### src/rtl/fmab_norm.sv
// fmab_norm -- four-lane accumulator-to-float normaliser.
//
// On a start pulse in IDLE, four signed 32-bit accumulators and their 10-bit
// exponents are captured. Each lane's value is acc * 2^(exp - 284). The lanes
// are then converted to IEEE-754 single precision, in lane order 0..3, through
// a two-stage pipeline:
//   stage 1: sign, magnitude and leading-one position p
//   stage 2: round to nearest-even, pack, output register
// Zero lanes (acc == 0 or exp == 0) give +0. Underflow gives signed zero.
// Overflow gives signed infinity. Denormals are never produced.
//
// Configuration macro FMAB_NORM_BF16_EN:
//   defined   -> round to 7 fraction bits; out_data[31:16] is a bfloat16 and
//                out_data[15:0] is zero
//   undefined -> full fp32 result with 23 fraction bits
//
// Ports:
//   clk, reset          clock; synchronous active-high reset
//   start               capture pulse, honoured only while busy is low
//   acc0..acc3 [31:0]   signed two's-complement accumulator per lane
//   exp0..exp3 [9:0]    accumulator exponent per lane (0 means the lane is zero)
//   busy                high from the capture until the lane-3 handshake
//   out_valid/out_ready output handshake; a transfer happens when both are high
//   out_data [31:0]     packed float result
//   out_lane [1:0]      lane index of out_data
//   out_last            high together with lane 3
module fmab_norm (
  input  logic        clk,
  input  logic        reset,
  input  logic        start,
  input  logic [31:0] acc0,
  input  logic [31:0] acc1,
  input  logic [31:0] acc2,
  input  logic [31:0] acc3,
  input  logic [9:0]  exp0,
  input  logic [9:0]  exp1,
  input  logic [9:0]  exp2,
  input  logic [9:0]  exp3,
  output logic        busy,
  output logic        out_valid,
  input  logic        out_ready,
  output logic [31:0] out_data,
  output logic [1:0]  out_lane,
  output logic        out_last
);

`ifdef FMAB_NORM_BF16_EN
  localparam int FRAC_W = 7;
`else
  localparam int FRAC_W = 23;
`endif

  typedef enum logic {IDLE = 1'b0, RUN = 1'b1} state_t;

  state_t           state_q, state_d;
  logic [2:0]       idx_q, idx_d;          // next lane to issue; bit 2 set = all issued
  logic [3:0][31:0] acc_q, acc_d;
  logic [3:0][9:0]  exp_q, exp_d;

  logic             s1_valid_q, s1_valid_d;
  logic             s1_sign_q, s1_sign_d;
  logic [31:0]      s1_mag_q, s1_mag_d;
  logic [4:0]       s1_p_q, s1_p_d;
  logic [9:0]       s1_exp_q, s1_exp_d;
  logic [1:0]       s1_lane_q, s1_lane_d;

  logic             out_valid_q, out_valid_d;
  logic [31:0]      out_data_q, out_data_d;
  logic [1:0]       out_lane_q, out_lane_d;
  logic             out_last_q, out_last_d;

  logic             capture, out_adv, s1_adv, issue;
  logic [31:0]      src_acc;
  logic [9:0]       src_exp;
  logic [1:0]       src_lane;

  // Control: capture, lane issue and FSM next state.
  // NOTE: every variable gets a default at the top of an always_comb so that no
  // path leaves it unassigned, which would otherwise infer a latch.
  always_comb begin
    out_adv = !out_valid_q || out_ready;
    s1_adv  = !s1_valid_q || out_adv;
    capture = (state_q == IDLE) && start;
    issue   = s1_adv && (capture || ((state_q == RUN) && !idx_q[2]));

    state_d = state_q;
    idx_d   = idx_q;
    acc_d   = acc_q;
    exp_d   = exp_q;
    case (state_q)
      IDLE: begin
        if (capture) begin
          state_d = RUN;
          idx_d   = 3'd1;   // lane 0 enters stage 1 straight from the ports
          acc_d   = {acc3, acc2, acc1, acc0};
          exp_d   = {exp3, exp2, exp1, exp0};
        end
      end
      RUN: begin
        if (issue) idx_d = idx_q + 3'd1;
        if (out_valid_q && out_ready && out_last_q) state_d = IDLE;
      end
    endcase
  end

  // Stage 1: sign, magnitude, leading-one position. Lane 0 bypasses the
  // capture registers so its result is visible two cycles after start.
  always_comb begin
    if (capture) begin
      src_acc  = acc0;
      src_exp  = exp0;
      src_lane = 2'd0;
    end else begin
      src_acc  = acc_q[idx_q[1:0]];
      src_exp  = exp_q[idx_q[1:0]];
      src_lane = idx_q[1:0];
    end

    s1_valid_d = s1_valid_q;
    s1_sign_d  = s1_sign_q;
    s1_mag_d   = s1_mag_q;
    s1_p_d     = s1_p_q;
    s1_exp_d   = s1_exp_q;
    s1_lane_d  = s1_lane_q;
    if (s1_adv) begin
      s1_valid_d = issue;
      if (issue) begin
        s1_sign_d = src_acc[31];
        // 0x80000000 negates to itself, which read as unsigned is 2^31.
        s1_mag_d  = src_acc[31] ? (32'd0 - src_acc) : src_acc;
        s1_exp_d  = src_exp;
        s1_lane_d = src_lane;
        s1_p_d    = 5'd0;
        for (int i = 0; i < 32; i++) begin
          if (s1_mag_d[i]) s1_p_d = 5'(i);
        end
      end
    end
  end

  // Stage 2: normalise so the leading one sits at bit 31, then round.
  logic [31:0]        s2_norm;
  logic signed [11:0] s2_e_pre, s2_e_fin;
  logic [FRAC_W-1:0]  s2_frac_pre;
  logic               s2_guard, s2_sticky, s2_round_up;
  logic [FRAC_W:0]    s2_mant;
  logic [22:0]        s2_frac;
  logic [31:0]        s2_result;

  always_comb begin
    s2_norm     = s1_mag_q << (5'd31 - s1_p_q);
    s2_e_pre    = $signed({7'd0, s1_p_q}) + $signed({2'd0, s1_exp_q}) - 12'sd157;
    s2_frac_pre = s2_norm[30 -: FRAC_W];
    s2_guard    = s2_norm[30 - FRAC_W];
    s2_sticky   = |s2_norm[29 - FRAC_W:0];
    // Small magnitudes shift in zeros below the fraction, so guard and sticky
    // are clear and the result is exact without a separate path.
    s2_round_up = s2_guard && (s2_sticky || s2_frac_pre[0]);
    s2_mant     = {1'b0, s2_frac_pre} + {{FRAC_W{1'b0}}, s2_round_up};
    // A carry out leaves the fraction all-zero and bumps the exponent.
    s2_e_fin    = s2_e_pre + $signed({11'd0, s2_mant[FRAC_W]});
    s2_frac     = '0;
    s2_frac[22 -: FRAC_W] = s2_mant[FRAC_W-1:0];

    // A clear bit 31 after normalising means the magnitude was zero.
    if (!s2_norm[31] || (s1_exp_q == 10'd0)) s2_result = '0;
    else if (s2_e_fin >= 12'sd255)            s2_result = {s1_sign_q, 8'hFF, 23'd0};
    else if (s2_e_fin <= 12'sd0)              s2_result = {s1_sign_q, 31'd0};
    else                                      s2_result = {s1_sign_q, s2_e_fin[7:0], s2_frac};
  end

  // Output register: holds its contents while stalled.
  always_comb begin
    out_valid_d = out_valid_q;
    out_data_d  = out_data_q;
    out_lane_d  = out_lane_q;
    out_last_d  = out_last_q;
    if (out_adv) begin
      out_valid_d = s1_valid_q;
      if (s1_valid_q) begin
        out_data_d = s2_result;
        out_lane_d = s1_lane_q;
        out_last_d = (s1_lane_q == 2'd3);
      end
    end
  end

  // NOTE: sequential state uses non-blocking assignments so every flop samples
  // the pre-edge values regardless of statement order.
  always_ff @(posedge clk) begin
    if (reset) begin
      state_q     <= IDLE;
      idx_q       <= '0;
      s1_valid_q  <= 1'b0;
      out_valid_q <= 1'b0;
      out_data_q  <= '0;
      out_lane_q  <= '0;
      out_last_q  <= 1'b0;
    end else begin
      state_q     <= state_d;
      idx_q       <= idx_d;
      s1_valid_q  <= s1_valid_d;
      out_valid_q <= out_valid_d;
      out_data_q  <= out_data_d;
      out_lane_q  <= out_lane_d;
      out_last_q  <= out_last_d;
    end
  end

  // NOTE: capture and stage-1 data registers are not reset; their contents are
  // only consumed under a valid bit that reset does clear.
  always_ff @(posedge clk) begin
    acc_q     <= acc_d;
    exp_q     <= exp_d;
    s1_sign_q <= s1_sign_d;
    s1_mag_q  <= s1_mag_d;
    s1_p_q    <= s1_p_d;
    s1_exp_q  <= s1_exp_d;
    s1_lane_q <= s1_lane_d;
  end

  assign busy      = (state_q == RUN);
  assign out_valid = out_valid_q;
  assign out_data  = out_data_q;
  assign out_lane  = out_lane_q;
  assign out_last  = out_last_q;

endmodule

### config.mk
export PLATFORM = sky130hd
export DESIGN_NAME = fmab_norm
export DESIGN_NICKNAME = d
export VERILOG_FILES = /design/src/rtl/fmab_norm.sv
export SDC_FILE = /design/constraint.sdc
export NUM_CORES = 1
export LEC_CHECK = 0
export BUFFER_PORTS_ARGS = -buffer_cell sky130_fd_sc_hd__buf_4
export CORE_ASPECT_RATIO = 0.7
export CORE_MARGIN = 4
export CORE_UTILIZATION = 40
export CTS_CLUSTER_SIZE = 28
export DETAILED_ROUTE_END_ITERATION = 10
export PLACE_DENSITY = 0.69
export SLEW_MARGIN = 20
export SYNTH_ARGS = -nofsm -noshare
export SYNTH_HDL_FRONTEND = slang
export SYNTH_SLANG_ARGS = --single-unit
export TNS_END_PERCENT = 10
### constraint.sdc
create_clock -name clk -period 8.5 [get_ports clk]
set_input_delay 1.7 -clock clk [delete_from_list [all_inputs] [get_ports clk]]
set_output_delay 1.7 -clock clk [all_outputs]
set_load 0.05 [all_outputs]
# After elaboration in Yosys (flattened, before gate mapping)
# Index checks and enable logic that the tools add are counted.
# word_totals
ff_bits	259
input_bits	172
output_inout_bits	37
elab_cells	110
# classes
n_addsub	7
n_lt_le_gt_ge	3
n_eq_ne	3
n_shift	1
muxes	46
bitwise	1
n_reduce_logical	25
# op_table
cell	n
$mux 32	4
$mux 5	14
$bmux 32 s2	1
$mux 31	2
$mux 4	8
$shl 32x5->32	1
$sub 1x32->32 const A	1
$add 23x1->24	1
$bmux 10 s2	1
$mux 10	2
$mux 3	6
$reduce_or 16->1	1
$add 12x2->12	1
$ge 12x9->1 const B	1
$le 12x1->1 const B	1
$sub 11x8->12 const B	1
$add 5x10->11	1
$logic_not 10->1	1
$reduce_and 2->1	4
$reduce_or 8->1	1
$reduce_or 7->1	1
$logic_and 1x1->1	6
$pmux 3 s2	1
$logic_or 1x1->1	5
other kinds (13)	20

# Logic depth before layout (Yosys ltp)
# logic_depth
word_depth	35
depth_mapped	27
depth_no_buf	22

# Worst setup path before layout
# OpenSTA, ideal clock, no wires.
# synth_timing
path_kind	in2reg
startpoint	in start
endpoint	reg acc_q[0] in the netlist's numbering, enable pin
setup_ps	597
t_arrival_ps	7017
required_time_ps	7903
path_slack_ps	886
cell_stages	5
cell_sequence	nand2b_1 buf_6 clkinv_1 clkbuf_1 buf_1
# synth_between
elab_chain_cells	2
# synth_rtl
item	line_no	rtl
from (decl)	30	input logic start,
$logic_and 1x1->1	83	capture = (state_q == IDLE) && start;
named net capture	72	logic capture, out_adv, s1_adv, issue;
$reduce_and 2->1 (no source line)	-	
to (signal assigned)	213	acc_q <= acc_d;
to (decl)	57	logic [3:0][31:0] acc_q, acc_d;
# The timed path passes the listed nets, and every way through them passes these cells.
# A chain may end at the register's enable or synchronous reset.

# Worst setup path after layout
# layout_timing
startpoint	reg s1_p_q[1]
endpoint	reg out_data_q[17] (netlist: out_data[17])
# layout_between
elab_chain_cells	11
word_cells_on_any_way	16
cone_classes	add/sub (5); order compare (2); shift (1); mux (3); reduce/logical (5)
# layout_rtl
item	line_no	rtl
from (decl)	63	logic [4:0] s1_p_q, s1_p_d;
from (signal assigned)	217	s1_p_q <= s1_p_d;
$sub 5x5->5	151	s2_norm = s1_mag_q << (5'd31 - s1_p_q);
$shl 32x5->32	151	
$reduce_or 7->1	155	s2_sticky = |s2_norm[29 - FRAC_W:0];
$logic_or 1x1->1	158	s2_round_up = s2_guard && (s2_sticky || s2_frac_pre[0]);
$logic_and 1x1->1	158	
$add 23x1->24	159	s2_mant = {1'b0, s2_frac_pre} + {{FRAC_W{1'b0}}, s2_round_up};
$add 12x2->12	161	s2_e_fin = s2_e_pre + $signed({11'd0, s2_mant[FRAC_W]});
$le 12x1->1	168	else if (s2_e_fin <= 12'sd0) s2_result = {s1_sign_q, 31'd0};
$mux 31	168	
$mux 31	167	else if (s2_e_fin >= 12'sd255) s2_result = {s1_sign_q, 8'hFF, 23'd0};
$mux 32 (*)	166	if (!s2_norm[31] || (s1_exp_q == 10'd0)) s2_result = '0;
to (signal assigned)	204	out_data_q <= out_data_d;
to (decl)	68	logic [31:0] out_data_q, out_data_d;
# Every way passes the cells marked *; elsewhere a longest branch is shown, timed or not.

==> reports/metrics.yaml <==
max_clock_freq_mhz: 137
vias: 9752
path_max_fanout: 27
grt_pass1_wl_um: 53900
status: "complete, no violations"
die_w_um: 232
routedWlPerCell_um: 19.3
final_area_um2: 16900
worst_pin_slew_ns: 1.04
synthCells: 1078
crit_chain: "buf_4 > mux4_2 > a211oi_1 > o31ai_1 > and2_1 > nor2b_1 > nand4b_1 > or3_1 > ha_1 > inv_1 > ha_1 > fa_1 > a21o_1 > a21oi_1 > o21bai_1 > a2111oi_0 > nor2_1 > o2111a_1 > o31ai_1 > nor4b_2 > buf_4 > nand2b_1 > o21ai_0"
mappedNetlistArea_um2: 14000
fin_hold_ws_ns: 0.453
root_buffer: "clkbuf_16"
crit_buf_inv: 3
core_um2: 34700
port_buffers: 208
reg2reg_depth: 23
antenna_found_initial: 0
drt-total-wl_um: 34100
critPathMaxStageDelay_ns: 1.04
path_depth: 23
drive_above_1_share: 0.299
layoutNonFillerInstCount: 1765
relSlewSlack: 0.309
io_pins: 209
postCtsHoldBufs: 0
synthFlopType: "edfxtp_1"
ys.warnings.count: 0
grt_pass1_vias: 9643
cts_setup_buffers: 0
syn_to_final_growth_pct: 20.6
rows: 57
path_class: "register to register"
dpl.hpwl_um: 25500
cts_sinks: 259
async_flop_share: 0
worst_setup_path_end_kind: "register"
ys_ff_latch: 259
insertion_delay_ns: 0.55
crit_required_ns: 8.92
critical-path-top-delay-family: "compound AO/OA/AOI/OAI gates"
critPathSlowestCell: "edfxtp_1"
dr.pass1.iters: 5
power.leakage_nw: 6.36
routabilityCongestion: 0.887
drtIter0Drc: 917
irDropWorstVdd_mv: 0.146
max-cap-violations: 0
place_area_um2: 16000
cts_tree: "yes"
slew_viol_final: 0
worstSetupStartpointType: "register"
yosysUniqueCellTypes: 89
start_util: 0.405
ant_nets: 0
die_h_um: 165
cts_resized: 0
fillerInstances: 3064
synth_edf_count: 218
p_total_mw: 3.89
period_share: 0.861
hold_viol: 0
syn_nets: 1271
rrSetupSlack_ns: 1.18
cts_max_level: 1
finalNetCount: 1465
via_per_inst: 5.53
skew_ns: 0.0105
diodes: 0
hold_path_class: "register to register"
hold_depth: 2
syn_area_per_cell_um2: 13.0
grt_usage: 0.176
min_period_ns: 7.32
pwr_density_cell_nw_per_um2: 230
cts_inserted_buffers: 27
rsz0062_at_grt: "no"
finalSetupViolations: 0
yosysSeqAreaShare: 0.525
worstPathArrival_ns: 7.74
overflow: 0
die_area_um2: 38200
grt_max_degree: 71
remaining_drc_errors: 0
cts_max_path_buffers: 3
placed_cells: 1714
path_clk_slew_ns: 0.06
finalSetupTns_ns: 0
[final timing paths]
check | to | start
setup / recovery | out_data[17]$_SDFFE_PP0P_ | s1_p_q[1]$_SDFFCE_PP1P_
hold reg to reg | out_data[27]$_SDFFE_PP0P_ | out_data[27]$_SDFFE_PP0P_
hold / removal | out_data[27]$_SDFFE_PP0P_ | out_data[27]$_SDFFE_PP0P_
setup reg to reg | out_data[17]$_SDFFE_PP0P_ | s1_p_q[1]$_SDFFCE_PP1P_
[cells in the final DEF, fill, tap and decap left out, types with 8 or more instances in the layout]
master     synthesis  layout
mux2i_1           47      47
clkbuf_16          0      28
o31ai_1           10      10
a31oi_1           17      17
buf_4              2     225
nor2_1            80      80
o21bai_1          11      11
inv_1             28      28
nor2b_1            8       8
o21ai_0           29      29
edfxtp_1         218     218
nand2_1           95      95
nand3_1           13      13
mux4_1             8       8
nor3_1            33      33
a21oi_1           34      33
mux2_2            14      14
mux4_2            70      70
xnor2_1           34      34
and2_1             8       8
dfxtp_1           41      39
ha_1              20      20
a41oi_1            8       8
a211oi_1          10      10
clkinv_2           0       8
xor2_1            21      21
a22oi_1           17      17
[sequential cells by signal, indices dropped and copies added (netlist names)]
register,flops
acc_q,128
busy,1
exp_q,40
idx_q,3
out_data,32
out_lane,2
out_last,1
out_valid,1
s1_exp_q,10
s1_lane_q,2
s1_mag_q,32
s1_p_q,5
s1_sign_q,1
s1_valid_q,1
[through the flow]
step / setup WS (ns) / utilization
floorplan: 0.886 / -
global route: 0.563 / 0.488
detailed placement: 1.14 / 0.462
CTS: 1.13 / 0.488
finish: 1.18 / 0.488
global placement: 1.38 / 0.462
[power breakdown]
group,total (mW),switching [mW],internal (mW)
Sequential,1.59,0.0823,1.50
Clock,1.16,0.487,0.675
Combinational,1.14,0.628,0.516
Total,3.89,1.20,2.70
[layer usage]
| layer | vias to the layer above | global-route usage | wire (µm) |
|---|---|---|---|
| li1 | 4605 | - | - |
| met1 | 4792 | 0.271 | 16600 |
| met2 | 314 | 0.259 | 14700 |
| met3 | 41 | 0.0384 | 2320 |
| met4 | 0 | 0.0310 | 496 |
| met5 | - | 0 | 0 |
[cells by family after synthesis]
| family | count (synthesis) | synth area share |
|---|---|---|
| multiplexers | 142 | 0.176 |
| flip-flops | 259 | 0.525 |
| adder cells (fa/ha/maj) | 21 | 0.0193 |
| AO/OA/AOI/OAI | 197 | 0.102 |
| buffers and inverters | 92 | 0.0320 |
| AND/OR/NAND/NOR | 311 | 0.111 |
| XOR/XNOR | 56 | 0.0355 |
[final cells by class]
class                      instances  area (µm²)  share of cell area
timing repair buffer             226        1720               0.101
inverter                          31         121             0.00717
tap                              472         591              0.0349
clock inverter                    16         148             0.00872
clock buffer                      34         733              0.0433
sequential                       259        7370               0.435
multi-input combinational        727        6250               0.369
[tightest hold or removal path, delay by kind of cell (launching register included)]
family | cells | cell delay [ns]
AO/OA/AOI/OAI | 1 | 0.05
AND/OR/NAND/NOR | 1 | 0.05
flip-flops | 1 | 0.31
[synth_stat cells, drive strengths merged, types with 32 or more instances]
| cell type | instances | area [µm²] |
|---|---|---|
| clkbuf | 32 | 140 |
| nand2 | 95 | 357 |
| nor3 | 35 | 185 |
| edfxtp | 218 | 6550 |
| nor2 | 80 | 300 |
| mux4 | 78 | 1790 |
| a21oi | 34 | 170 |
| xnor2 | 35 | 314 |
| mux2i | 50 | 521 |
| dfxtp | 41 | 821 |
Note: power is estimated with default switching activity, not from simulation.
